--- src/rtl/uart_pkg.sv ---
// Shared UART definitions: frame geometry, receiver state encoding and the
// 2-of-3 vote helper used by the receiver.
package uart_pkg;

  localparam int unsigned UART_DATA_BITS   = 8;
  localparam int unsigned UART_SYNC_STAGES = 2;

  typedef enum logic [1:0] {
    StIdle,
    StStart,
    StData,
    StStop
  } rx_state_e;

  function automatic logic maj3(input logic a, input logic b, input logic c);
    return (a & b) | (a & c) | (b & c);
  endfunction

endpackage

--- src/rtl/uart_baud.sv ---
// 16x oversampling baud generator. One tick every cfg_div+1 clocks; the
// sample strobes mark ticks 6, 8, 10 and 16 of the current bit period.
module uart_baud (
  input  logic        clk,
  input  logic        rst_n,
  input  logic [15:0] cfg_div,
  input  logic        clear,
  output logic        baud_sample_6th,
  output logic        baud_sample_8th,
  output logic        baud_sample_10th,
  output logic        baud_sample_16th
);

  logic [15:0] div_cnt_q;
  logic [3:0]  sub_cnt_q;
  logic        tick;

  // >= keeps the prescaler bounded if cfg_div shrinks while counting
  assign tick = (div_cnt_q >= cfg_div);

  always_ff @(posedge clk or negedge rst_n) begin
    if (!rst_n) begin
      div_cnt_q <= '0;
      sub_cnt_q <= '0;
    end else if (clear) begin
      div_cnt_q <= '0;
      sub_cnt_q <= '0;
    end else begin
      div_cnt_q <= tick ? '0 : div_cnt_q + 16'd1;
      if (tick) sub_cnt_q <= sub_cnt_q + 4'd1;
    end
  end

  assign baud_sample_6th  = tick & (sub_cnt_q == 4'd5);
  assign baud_sample_8th  = tick & (sub_cnt_q == 4'd7);
  assign baud_sample_10th = tick & (sub_cnt_q == 4'd9);
  assign baud_sample_16th = tick & (sub_cnt_q == 4'd15);

endmodule

--- src/rtl/uart_rx.sv ---
// UART receiver: synchronised line, 2-of-3 majority sampling, optional second
// stop bit and a single-entry valid/ready output holding register.
module uart_rx
  import uart_pkg::*;
(
  input  logic                      clk,
  input  logic                      rst_n,
  input  logic [15:0]               cfg_div,
  input  logic                      cfg_rxen,
  input  logic                      cfg_nstop,
  input  logic                      uart_rxd,
  output logic                      rx_valid,
  output logic [UART_DATA_BITS-1:0] rx_data,
  output logic                      rx_frame_err,
  input  logic                      rx_ready,
  output logic                      rx_overrun
);

  localparam int unsigned CntW = $clog2(UART_DATA_BITS);

  rx_state_e state_q, state_d;

  logic [UART_SYNC_STAGES-1:0] sync_q;
  logic                        rxd_s, rxd_prev_q;
  logic [2:0]                  votes_q;
  logic [UART_DATA_BITS-1:0]   shift_q;
  logic [CntW-1:0]             bit_cnt_q;
  logic                        stop_cnt_q;
  logic                        ferr_q;
  logic                        valid_q, ferr_out_q, overrun_q;
  logic [UART_DATA_BITS-1:0]   data_q;

  logic s6, s8, s10, s16;
  logic start_edge, bit_maj, stop_maj, last_bit, last_stop;
  logic baud_clear, shift_en, stop_eval, frame_done, load;

  uart_baud u_baud (
    .clk              (clk),
    .rst_n            (rst_n),
    .cfg_div          (cfg_div),
    .clear            (baud_clear),
    .baud_sample_6th  (s6),
    .baud_sample_8th  (s8),
    .baud_sample_10th (s10),
    .baud_sample_16th (s16)
  );

  assign rxd_s      = sync_q[UART_SYNC_STAGES-1];
  assign start_edge = cfg_rxen & rxd_prev_q & ~rxd_s;
  assign bit_maj    = maj3(votes_q[0], votes_q[1], votes_q[2]);
  // Stop bits resolve at the 10th sample, so the live sample is the third vote
  assign stop_maj   = maj3(votes_q[0], votes_q[1], rxd_s);
  assign last_bit   = (bit_cnt_q == CntW'(UART_DATA_BITS - 1));
  assign last_stop  = ~cfg_nstop | stop_cnt_q;

  always_ff @(posedge clk or negedge rst_n) begin
    if (!rst_n) state_q <= StIdle;
    else        state_q <= state_d;
  end

  always_comb begin
    state_d = state_q;
    unique case (state_q)
      StIdle:  if (start_edge) state_d = StStart;
      StStart: if (s16) state_d = bit_maj ? StIdle : StData;
      StData:  if (s16 && last_bit) state_d = StStop;
      StStop:  if (s10 && last_stop) state_d = StIdle;
      default: state_d = StIdle;
    endcase
  end

  always_comb begin
    baud_clear = (state_q == StIdle) & start_edge;
    shift_en   = (state_q == StData) & s16;
    stop_eval  = (state_q == StStop) & s10;
    frame_done = stop_eval & last_stop;
    load       = frame_done & (~valid_q | rx_ready);
  end

  always_ff @(posedge clk or negedge rst_n) begin
    if (!rst_n) begin
      sync_q     <= '1;
      rxd_prev_q <= 1'b1;
      votes_q    <= '1;
      shift_q    <= '0;
      bit_cnt_q  <= '0;
      stop_cnt_q <= 1'b0;
      ferr_q     <= 1'b0;
    end else begin
      sync_q     <= {sync_q[UART_SYNC_STAGES-2:0], uart_rxd};
      rxd_prev_q <= rxd_s;
      if (s6)  votes_q[0] <= rxd_s;
      if (s8)  votes_q[1] <= rxd_s;
      if (s10) votes_q[2] <= rxd_s;
      if (baud_clear) begin
        bit_cnt_q  <= '0;
        stop_cnt_q <= 1'b0;
        ferr_q     <= 1'b0;
      end
      if (shift_en) begin
        shift_q   <= {bit_maj, shift_q[UART_DATA_BITS-1:1]};
        bit_cnt_q <= bit_cnt_q + 1'b1;
      end
      if (stop_eval) begin
        stop_cnt_q <= 1'b1;
        if (!stop_maj) ferr_q <= 1'b1;
      end
    end
  end

  always_ff @(posedge clk or negedge rst_n) begin
    if (!rst_n) begin
      valid_q    <= 1'b0;
      data_q     <= '0;
      ferr_out_q <= 1'b0;
      overrun_q  <= 1'b0;
    end else begin
      overrun_q <= frame_done & valid_q & ~rx_ready;
      if (load) begin
        valid_q    <= 1'b1;
        data_q     <= shift_q;
        ferr_out_q <= ferr_q | ~stop_maj;
      end else if (valid_q && rx_ready) begin
        valid_q <= 1'b0;
      end
    end
  end

  assign rx_valid     = valid_q;
  assign rx_data      = data_q;
  assign rx_frame_err = ferr_out_q;
  assign rx_overrun   = overrun_q;

endmodule
--- config.mk ---
export PLATFORM = sky130hd
export DESIGN_NAME = uart_rx
export DESIGN_NICKNAME = d
export VERILOG_FILES = /design/src/rtl/uart_pkg.sv /design/src/rtl/uart_baud.sv /design/src/rtl/uart_rx.sv
export SDC_FILE = /design/constraint.sdc
export NUM_CORES = 1
export LEC_CHECK = 0
export BUFFER_PORTS_ARGS = -buffer_cell sky130_fd_sc_hd__buf_4
export CORE_UTILIZATION = 50
export CTS_BUF_LIST = sky130_fd_sc_hd__clkbuf_8
export CTS_CLUSTER_DIAMETER = 60
export DETAILED_ROUTE_END_ITERATION = 6
export HOLD_SLACK_MARGIN = 0.12
export PLACE_DENSITY = 0.73
export SLEW_MARGIN = 20
export SYNTH_ARGS = -nofsm -noshare
export SYNTH_HDL_FRONTEND = slang
export SYNTH_HIERARCHICAL = 1
export SYNTH_SLANG_ARGS = --single-unit
--- constraint.sdc ---
create_clock -name clk -period 5.94 [get_ports clk]
set_input_delay 0.594 -clock clk [delete_from_list [all_inputs] [get_ports clk]]
set_output_delay 0.594 -clock clk [all_outputs]
set_load 0.005 [all_outputs]
---- Yosys cells after proc, flatten, opt, wreduce, memory -nomap -nowiden ----
Cells that the tools add are included.
word-level totals
  register bits ........................... 52
  bits in latches ......................... 0
  bits in writable memories ............... 0
  bits in read-only memories .............. 0
  input port bits ......................... 22
  output and inout bits ................... 11
  logic and storage cells ................. 90
  memories kept ........................... 0
operators by class
  add/subtract/negate cells ............... 3
  $mul .................................... 0
  divide/modulo/power cells ............... 0
  $lt $le $gt $ge ......................... 1
  eq/ne operators ......................... 12
  shift-type cells ........................ 0
  multiplexer cells ....................... 19
  bitwise gates (word level) .............. 30
  reductions and logical operators ........ 9
operator list
  operator                                                               count
  16-bit two-way mux                                                     2
  1-bit bitwise AND                                                      18
  16-bit by 1-bit adder with 16-bit output, second input constant        1
  16-bit >= comparator                                                   1
  2-bit two-way mux                                                      5
  4-bit by 3-bit equality test with 1-bit output, second input constant  2
  4-bit equality test, second input constant                             2
  4-bit two-way mux                                                      2
  2-bit inequality test, second input constant                           4
  2-bit case mux with 4 select lines                                     1
  2-bit nonzero test                                                     4
  1-bit two-way mux                                                      7
  1-bit bitwise OR                                                       7
  3-bit two-way mux                                                      2
  1-bit inverter                                                         5
  4-bit by 1-bit adder with 4-bit output, second input constant          1
  2-bit equality test, second input constant                             2
  4-bit AND reduction                                                    1
  3-bit by 1-bit adder with 3-bit output, second input constant          1
  3-bit equality test, second input constant                             1
  1-bit logical AND                                                      3
  2-bit by 1-bit equality test with 1-bit output, second input constant  1
  2-bit zero test                                                        1

---- Longest topological paths before layout ----
  word-level depth ........................ 6
  mapped depth ............................ 11
  depth with buffers taken out ............ 10

---- Cells and area by module ----
Netlist, hierarchy kept.
modules (own cells, without submodules)
  module     times used  cells each  area an instance (sq um)
  uart_baud  1           155         1,480.2
  uart_rx    1           110         1,303.8

---- Least setup slack after synthesis ----
No wires, ideal clock.
  path kind ............................... in2reg
  from .................................... input cfg_div[0]
  to ...................................... register data_q[0] (netlist: rx_data[0])
  setup time .............................. 125 ps
  arrival time ............................ 2,676 ps
  required time ........................... 5,815 ps
  slack ................................... 3,139 ps
  stages .................................. 10
  buffers on the path ..................... 1
  cells stage by stage .................... ha_1 > nand2b_1 > a2111o_1 > a311oi_1 > nand2_1 > and4b_1 > nand3_2 > nor3b_2 > buf_6 > mux2_2
between the ends
  cells in the longest elaborated chain, start to end .. 5
ends and longest elaborated chain
  what                    RTL line         text
  start: declaration      uart_rx.sv:8     input logic [15:0] cfg_div,
  16-bit >= comparator    uart_baud.sv:19  assign tick = (div_cnt_q >= cfg_div);
  1-bit bitwise AND       uart_baud.sv:36  assign baud_sample_10th = tick & (sub_cnt_q == 4'd9);
  via s10                 uart_rx.sv:33    logic s6, s8, s10, s16;
  1-bit bitwise AND       uart_rx.sv:75    stop_eval = (state_q == StStop) & s10;
  1-bit bitwise AND       uart_rx.sv:76    frame_done = stop_eval & last_stop;
  1-bit bitwise AND       uart_rx.sv:77    load = frame_done & (~valid_q | rx_ready);
  end signal: assignment  uart_rx.sv:121   data_q <= shift_q;
  end: declaration        uart_rx.sv:31    logic [UART_DATA_BITS-1:0] data_q;
The timed path passes the listed nets, and every way through them passes these cells.
A chain may end at the register's enable or synchronous reset.

---- Worst setup path in the final report ----
  from .................................... register u_baud.div_cnt_q[14]
  to ...................................... register data_q[6] (netlist: rx_data[6])
between the ends
  cells in the longest elaborated chain, start to end .. 5
ends and longest elaborated chain
  what                      RTL line         text
  start: declaration        uart_baud.sv:14  logic [15:0] div_cnt_q;
  start signal: assignment  uart_baud.sv:29  div_cnt_q <= tick ? '0 : div_cnt_q + 16'd1;
  16-bit >= comparator      uart_baud.sv:19
  1-bit bitwise AND         uart_baud.sv:36
  via s10                   uart_rx.sv:33
  1-bit bitwise AND         uart_rx.sv:75
  1-bit bitwise AND         uart_rx.sv:76
  1-bit bitwise AND         uart_rx.sv:77
The timed path passes the listed nets, and every way through them passes these cells.

==> flow_metrics.env <==
export IMPL_outcome="finished clean"
export IMPL_ctsHoldBuffers=0
export IMPL_worst_setup_path_start_kind="flip-flop"
export IMPL_p_leak_uw=0.001577
export IMPL_r2r_start="u_baud/div_cnt_q[14]"
export IMPL_tns_ps=0
export IMPL_routed_wl_um=4835
export IMPL_critPathMaxFanout=9
export IMPL_via_count=1940
export IMPL_grt_first_pass_wirelength_um=8569
export IMPL_die_h_um=76.62
export IMPL_avgSynthCellArea_um2=10.51
export IMPL_ir_drop_v=0.0001433
export IMPL_grt_overflow=0
export IMPL_die_x_um=76.62
export IMPL_synth_area_leader_cell="dfrtp_1"
export IMPL_max_cap_violations=0
export IMPL_slew_headroom_pct=28.30
export IMPL_grt_max_degree=53
export IMPL_cts_made_buffers=5
export IMPL_fmax_mhz=325.4
export IMPL_drcViolationCount=0
export IMPL_final_nets=341
export IMPL_most_common_layout_cells="dfrtp_1 (46), nand2_1 (35), buf_4 (32)"
export IMPL_yosysSeqAreaShare_pct=47.01
export IMPL_hold_slack_ps=302.3
export IMPL_synth_nets=308
export IMPL_clock_latency_ps=310
export IMPL_drt_pass1_iterations=5
export IMPL_core_um2=5238
export IMPL_grt_pass1_vias=1947
export IMPL_critPathKind="flip-flop to flip-flop"
export IMPL_reg2reg_slack_ps=2870
export IMPL_end_kind="flip-flop"
export IMPL_postCtsSetupBuffers=0
export IMPL_synth_area_top_cells="dfrtp_1 (41%), ha_1 (9.4%), dfstp_2 (5.7%)"
export IMPL_drive_above_1_share_pct=24.08
export IMPL_initial_core_util_pct=53.15
export IMPL_slew_violations=0
export IMPL_power_density_nw_per_um2=229.2
export IMPL_stdcell_area_um2=3147
export IMPL_grt_usage_pct=18.33
export IMPL_finalCriticalPeriod_ps=3074
export IMPL_worstMarginPinSlew_ps=1075
export IMPL_gp_congestion=0.8158
export IMPL_yosys_warnings=6
export IMPL_cp_required_ps=6140
export IMPL_cts_path_max_buffers=2
export IMPL_worstRegToRegCells=9
export IMPL_synthToLayoutAreaGrowth_pct=13.03
export IMPL_portBuffers=32
export IMPL_synth_top_area_share_pct=41.35
export IMPL_cts_resized=0
export IMPL_hp_class="input port to asynchronous set/reset pin"
export IMPL_period_share_pct=51.74
export IMPL_cts_root_buffer="clkbuf_8"
export IMPL_ios=33
export IMPL_antenna_cells=0
export IMPL_synth_seq_cells=52
export IMPL_antenna_found_initial=0
export IMPL_clk_pin_slew_ps=100
export IMPL_h_tree_depth=2
export IMPL_rsz0062_at_grt="false"
export IMPL_num_rows=26
export IMPL_async_flop_share_pct=100.0
export IMPL_postSynth_topFlopCell="dfrtp_1"
export IMPL_synth_edf_count=0
export IMPL_netlist_cell_type_count=44
export IMPL_clock_sinks=52
export IMPL_clock_skew_ps=5.272
export IMPL_layout_commonest_cell="dfrtp_1"
export IMPL_hold_violations=0
export IMPL_syn_cell_area_um2=2784
export IMPL_cts_tree="done"
export IMPL_syn_instance_count=265
export IMPL_worst_r2r_endpoint="rx_data[6]"
export IMPL_dieArea_um2=5870
export IMPL_antenna_left=0
export IMPL_crit_start="u_baud/div_cnt_q[14]"
export IMPL_drtIter0Drc=119
export IMPL_setup_viol=0
export IMPL_routed_via_density=5.257
export IMPL_crit_arrival_ps=3270
export IMPL_dp_hpwl_um=3570
export IMPL_wl_per_cell_um=13.10
export IMPL_endpoint="rx_data[6]"
export IMPL_place_area_um2=3052
area by class of cell:
type / count / area (um^2)
fill: 447 / 2091
multi-input combinational: 187 / 1340
sequential: 52 / 1309
timing repair buffer: 32 / 240.2
tap: 70 / 87.58
inverter: 20 / 75.07
clock buffer: 5 / 68.82
clock inverter: 3 / 26.28
cell usage after synthesis (6+ instances only):
library cell,instances
a21oi_1,6
nor2_1,18
xor2_1,7
mux2_2,14
inv_1,20
nand2_1,35
dfstp_2,6
nand2b_1,6
o21ai_0,10
dfrtp_1,46
xnor2_1,7
nand3_1,10
nand4_1,6
nor2_4,8
ha_1,21
registers in the layout, summed over array words and instances, names as in the netlist, named ones only:
name	cells
bit_cnt_q	3
ferr_q	1
rx_data	8
rx_frame_err	1
rx_overrun	1
rx_valid	1
rxd_prev_q	1
shift_q	8
state_q	1
stop_cnt_q	1
sync_q	2
u_baud/div_cnt_q	16
u_baud/sub_cnt_q	4
votes_q	3
worst min-delay path by stage:
stage / slack [ps] / startpoint / cells after the start / to
final: 300 / rst_n / 1 / u_baud/div_cnt_q[7]
after global routing: 350 / rst_n / 1 / u_baud/div_cnt_q[6]
after CTS: 330 / rst_n / 1 / u_baud/div_cnt_q[7]
after detailed placement: 350 / sync_q[0] / 0 / sync_q[1]
after global placement: 350 / sync_q[0] / 0 / sync_q[1]
after floorplan: 300 / rst_n / 0 / asynchronous set/reset pin
stage by stage:
step | utilization, % | setup slack (ps) | instances | total power [uW]
6_report | 60.08 | 2866 | 369 | 721.3
3_5_place_dp | 58.27 | 2568 | 361 | 519.3
3_3_place_gp | 58.27 | 2682 | 361 | 513.3
2_1_floorplan | - | 3139 | 265 | 476.5
4_1_cts | 60.08 | 2880 | 369 | 729.8
5_1_grt | 60.08 | 2615 | 369 | 763.5
worst max-delay path, stage by stage, from the launching register on:
cell and delay, ps:
dfrtp_1 420, ha_1 320, nand4_1 160, nor3_1 290, a311oi_1 170, nand2_1 160, and4b_1 280, nand3_2 130
nor3b_2 620, mux2_2 410
power breakdown:
group	switching (uW)	total, uW	internal, uW
clock	123	209	85.8
combinational	53.5	103	49.6
sequential	32.6	410	377
layer usage:
metal | global-route usage, % | wire length, um | vias to the layer above
met1 | 25.39 | 2467 | 935
met3 | 4.192 | 149 | 4
met2 | 28.56 | 2175 | 29
met4 | 5.769 | 42 | 0
li1 | - | - | 972
met5 | 0 | 0 | -
logic make-up after synthesis:
group | after synthesis | share of synthesized area, %
muxes | 14 | 5.663
buffers and inverters | 26 | 4.854
AOI/OAI and AO/OA | 29 | 6.787
and+or+nand+nor | 108 | 21.48
xor gates and xnor gates | 14 | 4.405
DFF | 52 | 47.01
adders and majority gates | 22 | 9.798
(Power assumes the default switching activity.)
